**config.mk**
```make
export PLATFORM = sky130hd
export DESIGN_NAME = task_3_input_arbiter_flat
export DESIGN_NICKNAME = d
export VERILOG_FILES = /design/src/rtl/task_3_input_arbiter_if.sv /design/src/rtl/task_3_input_arbiter.sv /design/src/flat_wrapper.sv
export SDC_FILE = /design/constraint.sdc
export NUM_CORES = 1
export LEC_CHECK = 0
export ABC_AREA = 1
export ABC_CLOCK_PERIOD_IN_PS = 5200
export CORE_UTILIZATION = 48
export DETAILED_ROUTE_END_ITERATION = 12
export MAX_ROUTING_LAYER = met4
export PLACE_DENSITY = 0.89
export SKIP_LAST_GASP = 1
export SYNTH_ARGS = -nofsm -noshare
export SYNTH_HDL_FRONTEND = slang
export SYNTH_SLANG_ARGS = --single-unit
```
**constraint.sdc**
```tcl
create_clock -name i_clk -period 5.2 [get_ports i_clk]
set_input_delay 1.56 -clock i_clk [delete_from_list [all_inputs] [get_ports i_clk]]
set_output_delay 1.56 -clock i_clk [all_outputs]
set_load 0.02 [all_outputs]
```
**src/rtl/task_3_input_arbiter_if.sv**
```systemverilog
// rtl/task_3_input_arbiter_if.sv - source/downstream/status bundle for the task-3 input arbiter
interface task_3_input_arbiter_if #(
  parameter int LEN_W = 9
);
  logic [1:0]       i_req;
  logic             i_valid0;
  logic             i_valid1;
  logic [7:0]       i_data0;
  logic [7:0]       i_data1;
  logic             i_last0;
  logic             i_last1;
  logic             o_tready0;
  logic             o_tready1;
  logic             o_tvalid;
  logic [7:0]       o_tdata;
  logic             o_tlast;
  logic             i_tready;
  logic             i_done;
  logic [1:0]       o_grant;
  logic             o_busy;
  logic [LEN_W-1:0] o_frame_len;
  logic             o_len_err;

  // Upstream sources, input stage and done generator drive the i_* side.
  modport master (
    output i_req, i_valid0, i_valid1, i_data0, i_data1, i_last0, i_last1,
    output i_tready, i_done,
    input  o_tready0, o_tready1, o_tvalid, o_tdata, o_tlast,
    input  o_grant, o_busy, o_frame_len, o_len_err
  );

  // The arbiter itself.
  modport slave (
    input  i_req, i_valid0, i_valid1, i_data0, i_data1, i_last0, i_last1,
    input  i_tready, i_done,
    output o_tready0, o_tready1, o_tvalid, o_tdata, o_tlast,
    output o_grant, o_busy, o_frame_len, o_len_err
  );
endinterface

```
**src/rtl/task_3_input_arbiter.sv**
```systemverilog
// rtl/task_3_input_arbiter.sv - round-robin frame arbiter with length limit in front of the input FIFO
module task_3_input_arbiter #(
  parameter int MAX_LEN = 256,
  parameter int LEN_W   = 9
) (
  input  logic                    i_clk,
  input  logic                    i_rst,
  task_3_input_arbiter_if.slave   bus
);

  typedef enum logic [2:0] {
    S_IDLE      = 3'd0,
    S_GRANT     = 3'd1,
    S_XFER      = 3'd2,
    S_DRAIN     = 3'd3,
    S_WAIT_DONE = 3'd4
  } state_t;

  state_t           r_state;
  state_t           w_next;
  logic             r_g;
  logic             r_last;
  logic [LEN_W-1:0] r_count;
  logic [1:0]       r_grant;
  logic             r_busy;
  logic [LEN_W-1:0] r_frame_len;
  logic             r_len_err;

  logic             w_src_valid;
  logic [7:0]       w_src_data;
  logic             w_src_last;
  logic             w_at_max;
  logic             w_pick;
  logic             w_beat;
  logic             w_tvalid;
  logic [7:0]       w_tdata;
  logic             w_tlast;
  logic             w_tready0;
  logic             w_tready1;

  // Granted source is muxed once and shared by every state that looks at it.
  assign w_src_valid = r_g ? bus.i_valid1 : bus.i_valid0;
  assign w_src_data  = r_g ? bus.i_data1  : bus.i_data0;
  assign w_src_last  = r_g ? bus.i_last1  : bus.i_last0;
  assign w_at_max    = (r_count == LEN_W'(MAX_LEN - 1));
  // On a tie the source that was not served last wins; a lone requester always wins.
  assign w_pick      = (bus.i_req == 2'b11) ? ~r_last : bus.i_req[1];
  assign w_beat      = w_tvalid & bus.i_tready;

  // State register.
  always_ff @(posedge i_clk) begin
    if (i_rst) r_state <= S_IDLE;
    else       r_state <= w_next;
  end

  // Next-state decode.
  always_comb begin
    w_next = r_state;
    case (r_state)
      S_IDLE:      if (bus.i_req != 2'b00) w_next = S_GRANT;
      S_GRANT:     w_next = S_XFER;
      S_XFER: begin
        if (w_beat && w_src_last)    w_next = S_WAIT_DONE;
        else if (w_beat && w_at_max) w_next = S_DRAIN;
      end
      S_DRAIN:     if (w_src_valid && w_src_last) w_next = S_WAIT_DONE;
      S_WAIT_DONE: if (bus.i_done) w_next = S_IDLE;
      default:     w_next = S_IDLE;
    endcase
  end

  // Stream outputs: zero-latency pass-through while transferring, discard while draining.
  always_comb begin
    w_tvalid  = 1'b0;
    w_tdata   = 8'h00;
    w_tlast   = 1'b0;
    w_tready0 = 1'b0;
    w_tready1 = 1'b0;
    case (r_state)
      S_XFER: begin
        w_tvalid = w_src_valid;
        w_tdata  = w_src_data;
        w_tlast  = w_src_last | w_at_max;
        if (r_g) w_tready1 = bus.i_tready;
        else     w_tready0 = bus.i_tready;
      end
      S_DRAIN: begin
        if (r_g) w_tready1 = 1'b1;
        else     w_tready0 = 1'b1;
      end
      default: ;
    endcase
  end

  // Grant, byte counter, round-robin pointer and registered status.
  always_ff @(posedge i_clk) begin
    if (i_rst) begin
      r_g         <= 1'b0;
      r_last      <= 1'b1;
      r_count     <= '0;
      r_grant     <= 2'b00;
      r_busy      <= 1'b0;
      r_frame_len <= '0;
      r_len_err   <= 1'b0;
    end else begin
      r_len_err <= 1'b0;
      case (r_state)
        S_IDLE: begin
          if (bus.i_req != 2'b00) begin
            r_g     <= w_pick;
            r_grant <= w_pick ? 2'b10 : 2'b01;
            r_busy  <= 1'b1;
          end
        end
        S_GRANT: r_count <= '0;
        S_XFER: begin
          if (w_beat) begin
            r_count <= r_count + 1'b1;
            if (w_src_last)    r_frame_len <= r_count + 1'b1;
            else if (w_at_max) r_len_err   <= 1'b1;
          end
        end
        S_DRAIN: begin
          // A truncated frame always forwarded exactly MAX_LEN bytes.
          if (w_src_valid && w_src_last) r_frame_len <= LEN_W'(MAX_LEN);
        end
        S_WAIT_DONE: begin
          if (bus.i_done) begin
            r_last  <= r_g;
            r_grant <= 2'b00;
            r_busy  <= 1'b0;
          end
        end
        default: ;
      endcase
    end
  end

  assign bus.o_tvalid    = w_tvalid;
  assign bus.o_tdata     = w_tdata;
  assign bus.o_tlast     = w_tlast;
  assign bus.o_tready0   = w_tready0;
  assign bus.o_tready1   = w_tready1;
  assign bus.o_grant     = r_grant;
  assign bus.o_busy      = r_busy;
  assign bus.o_frame_len = r_frame_len;
  assign bus.o_len_err   = r_len_err;

endmodule
```
**src/flat_wrapper.sv**
```systemverilog
// flat-port wrapper written by rule: the top's interface ports become plain ports
module task_3_input_arbiter_flat 
#(
  parameter int MAX_LEN = 256,
  parameter int LEN_W   = 9
)
  (i_clk, i_rst, bus_i_req, bus_i_valid0, bus_i_valid1, bus_i_data0, bus_i_data1, bus_i_last0, bus_i_last1, bus_i_tready, bus_i_done, bus_o_tready0, bus_o_tready1, bus_o_tvalid, bus_o_tdata, bus_o_tlast, bus_o_grant, bus_o_busy, bus_o_frame_len, bus_o_len_err);
  task_3_input_arbiter_if #(.LEN_W(LEN_W)) bus_i ();
  input  logic i_clk;
  input  logic i_rst;
  input wire logic [$bits(bus_i.i_req)-1:0] bus_i_req;
  input wire logic [$bits(bus_i.i_valid0)-1:0] bus_i_valid0;
  input wire logic [$bits(bus_i.i_valid1)-1:0] bus_i_valid1;
  input wire logic [$bits(bus_i.i_data0)-1:0] bus_i_data0;
  input wire logic [$bits(bus_i.i_data1)-1:0] bus_i_data1;
  input wire logic [$bits(bus_i.i_last0)-1:0] bus_i_last0;
  input wire logic [$bits(bus_i.i_last1)-1:0] bus_i_last1;
  input wire logic [$bits(bus_i.i_tready)-1:0] bus_i_tready;
  input wire logic [$bits(bus_i.i_done)-1:0] bus_i_done;
  output wire logic [$bits(bus_i.o_tready0)-1:0] bus_o_tready0;
  output wire logic [$bits(bus_i.o_tready1)-1:0] bus_o_tready1;
  output wire logic [$bits(bus_i.o_tvalid)-1:0] bus_o_tvalid;
  output wire logic [$bits(bus_i.o_tdata)-1:0] bus_o_tdata;
  output wire logic [$bits(bus_i.o_tlast)-1:0] bus_o_tlast;
  output wire logic [$bits(bus_i.o_grant)-1:0] bus_o_grant;
  output wire logic [$bits(bus_i.o_busy)-1:0] bus_o_busy;
  output wire logic [$bits(bus_i.o_frame_len)-1:0] bus_o_frame_len;
  output wire logic [$bits(bus_i.o_len_err)-1:0] bus_o_len_err;
  assign bus_i.i_req = bus_i_req;
  assign bus_i.i_valid0 = bus_i_valid0;
  assign bus_i.i_valid1 = bus_i_valid1;
  assign bus_i.i_data0 = bus_i_data0;
  assign bus_i.i_data1 = bus_i_data1;
  assign bus_i.i_last0 = bus_i_last0;
  assign bus_i.i_last1 = bus_i_last1;
  assign bus_i.i_tready = bus_i_tready;
  assign bus_i.i_done = bus_i_done;
  assign bus_o_tready0 = bus_i.o_tready0;
  assign bus_o_tready1 = bus_i.o_tready1;
  assign bus_o_tvalid = bus_i.o_tvalid;
  assign bus_o_tdata = bus_i.o_tdata;
  assign bus_o_tlast = bus_i.o_tlast;
  assign bus_o_grant = bus_i.o_grant;
  assign bus_o_busy = bus_i.o_busy;
  assign bus_o_frame_len = bus_i.o_frame_len;
  assign bus_o_len_err = bus_i.o_len_err;
  task_3_input_arbiter #(.MAX_LEN(MAX_LEN), .LEN_W(LEN_W)) u_core (.i_clk(i_clk), .i_rst(i_rst), .bus(bus_i));
endmodule
```
==> impl_metrics.tcl <==
set metrics [dict create \
    cp_slowest_cell "clkdlybuf4s50_1" \
    synth_cells 218 \
    slew_viol_final 0 \
    post_cts_buffers 0 \
    die_area_um2 3260 \
    gr-total-overflow 0 \
    rows 19 \
    vias 1487 \
    violations "DRC" \
    fin_crit_ps 4590 \
    crit_type "in2out" \
    gp_congestion 0.856 \
    dr.first_iter.drc_count 67 \
    grt_pass1_vias 1359 \
    syn_area_um2 1460 \
    clk_pin_slew_ps 130 \
    clock_skew_ps 6.63 \
    layout_common_cells "72 x nand2_1, 50 x clkdlybuf4s50_1, 35 x a21oi_1" \
    power.density_nw_per_um2 305 \
    fp.coreArea_um2 2830 \
    fin_hold_ws_ps 455 \
    grt_pass1_wl_mm 5.78 \
    yosys.cell_types.count 27 \
    drt_first_pass_iters 8 \
    clk-insertion-delay-late_ps 320 \
    cts_tree "done" \
    crit_chain "clkdlybuf4s50_1 > o21ai_0 > nor2_1 > clkdlybuf4s50_1" \
    hold_class "reg2reg" \
    cts_sinks 27 \
    max-clock-path-buffers 2 \
    synth_seq_cells 27 \
    post_drt_wl_per_cell_um 11.2 \
    place.detailed.hpwl_mm 2.53 \
    hold_buffers 0 \
    cap_violations 0 \
    cts_max_level 1 \
    wl_mm 3.36 \
    yosysWarnings 0 \
    yosysTopAreaCell "dfxtp_1" \
    tightestPinTransition_ps 849 \
    period_share_pct 88.3 \
    ys_seq_area_share_pct 37.0 \
    worstPathMaxFanout 5 \
    numCtsBuffers 3 \
    n_fill_cell 243 \
    portBuffers 50 \
    final_common_cell "nand2_1" \
    drcViolationCount 4 \
    max-slew-margin-rel_pct 43.2 \
    cp_num_buf_inv 2 \
    finalHoldViolCount 0 \
    cp-start-kind "primary input" \
    synth_top_area_share_pct 37.0 \
    diodes 0 \
    root_buffer "clkbuf_4" \
    cp_top_family "buffers and inverters" \
    grt_usage_pct 22.8 \
    cp.required_ps 3640 \
    antenna_found_initial 0 \
    setup_tns_ps 0 \
    cp_slowest_stage_delay_ps 610 \
    status "complete, but fails checks" \
    drive_gt1_share_pct 6.72 \
    yosys-top-cells-area "dfxtp_1 37%, nand2_1 19%, a21oi_1 12%" \
    leakagePower_nw 0.833 \
    setup_viol 0 \
    worstPathArrival_ps 3030 \
    areaGrowthSynthToFinish_pct 37.7 \
    die_x_um 57.1 \
    initial_utilization_pct 51.6 \
    vias_per_cell 4.97 \
    endpoint_kind "primary output" \
    rsz0062_at_grt "false" \
    drtAntennaViolNets 0 \
    syn_avg_cell_area_um2 6.69 \
    ir_drop_v 0.000206 \
    io_pins 51 \
    die_height_um 57.1 \
    crit_top_cell "clkdlybuf4s50_1" \
    grt_max_degree 24 \
    syn_nets 246 \
    utilization_pct 71.0 \
    cts_resized 0 \
    fin_nets 297 \
    max_freq_ghz 0.218 \
]
-- metal layers --
layer | track usage, % | routed length, µm | up-vias
met5 | - | 0 | -
met4 | 7.32 | 50 | 0
met3 | 3.17 | 109 | 5
met2 | 37.1 | 1530 | 24
met1 | 29.2 | 1680 | 654
li1 | - | - | 804
-- worst min-delay path: cells and delay by family (launching register included) --
| family | cells | cell delay [ps] |
|---|---|---|
| AO/OA/AOI/OAI | 1 | 50 |
| buffers and inverters | 1 | 50 |
| flip-flops | 1 | 330 |
-- cells in the mapped netlist --
cell type	instances
nand3_1	12
inv_1	22
o21bai_1	1
o2111ai_2	1
inv_2	6
nand2_4	2
nand2_1	72
ha_1	2
nor2_4	1
nand3_4	1
or2_1	1
inv_4	1
dfxtp_1	27
nand4_1	1
a21oi_2	2
nor2_1	11
a21oi_1	35
xnor2_1	1
nor4_1	1
o211ai_1	1
nand3b_1	2
clkbuf_1	4
nor2_8	1
xor2_1	2
nor3_1	1
or2_0	1
o21ai_0	6
-- report_power, final --
group / internal, W / switching [W]
clock network: 0.0000301 / 0.0000575
registers: 0.000231 / 0.0000264
logic: 0.000109 / 0.000159
-- through the flow --
stage	setup slack, ps	total power [W]	cells	area (µm²)
final	607	0.000613	299	2010
after global routing	537	0.000654	299	2010
after CTS	599	0.000617	299	2010
after detailed placement	606	0.000529	295	1980
after global placement	610	0.000523	295	1980
after floorplan	1660	0.000431	218	1460
-- path summary, 6_finish.rpt --
path,cells past startpoint,end,startpoint,slack (ps)
worst max-delay path,4,bus_o_tready1,bus_i_tready,610
worst min-delay path,2,u_core.bus.o_frame_len[8],u_core.bus.o_frame_len[8],460
worst max register to register,12,u_core.r_state[1],u_core.r_count[0],3310
worst min register to register,2,u_core.bus.o_frame_len[8],u_core.bus.o_frame_len[8],460
-- cell type report --
type	count	area, µm²	share of cell area (%)
sequential	27	541	26.9
tap	31	38.8	1.93
timing repair buffer	50	500	24.9
inverter	29	111	5.54
clock buffer	4	26.3	1.31
multi-input combinational	158	792	39.4
-- cell families (layout without fill, tap and decap cells) --
family	Yosys count	after routing	share of synthesized area [%]
fa+ha+maj	2	2	1.71
xor+xnor	3	3	1.80
compound gates	46	46	17.3
flops	27	27	37.0
buf+inv	33	83	8.66
simple gates	107	107	33.4
-- flip-flops by register name, summed over array words and instances, names as in the netlist --
register                count
u_core.bus.o_frame_len      9
u_core.r_count              9
u_core.r_state              3
u_core.bus.o_grant          2
u_core.bus.o_busy           1
u_core.bus.o_len_err        1
u_core.r_g                  1
u_core.r_last               1
Power figures use the tool's default switching activity.
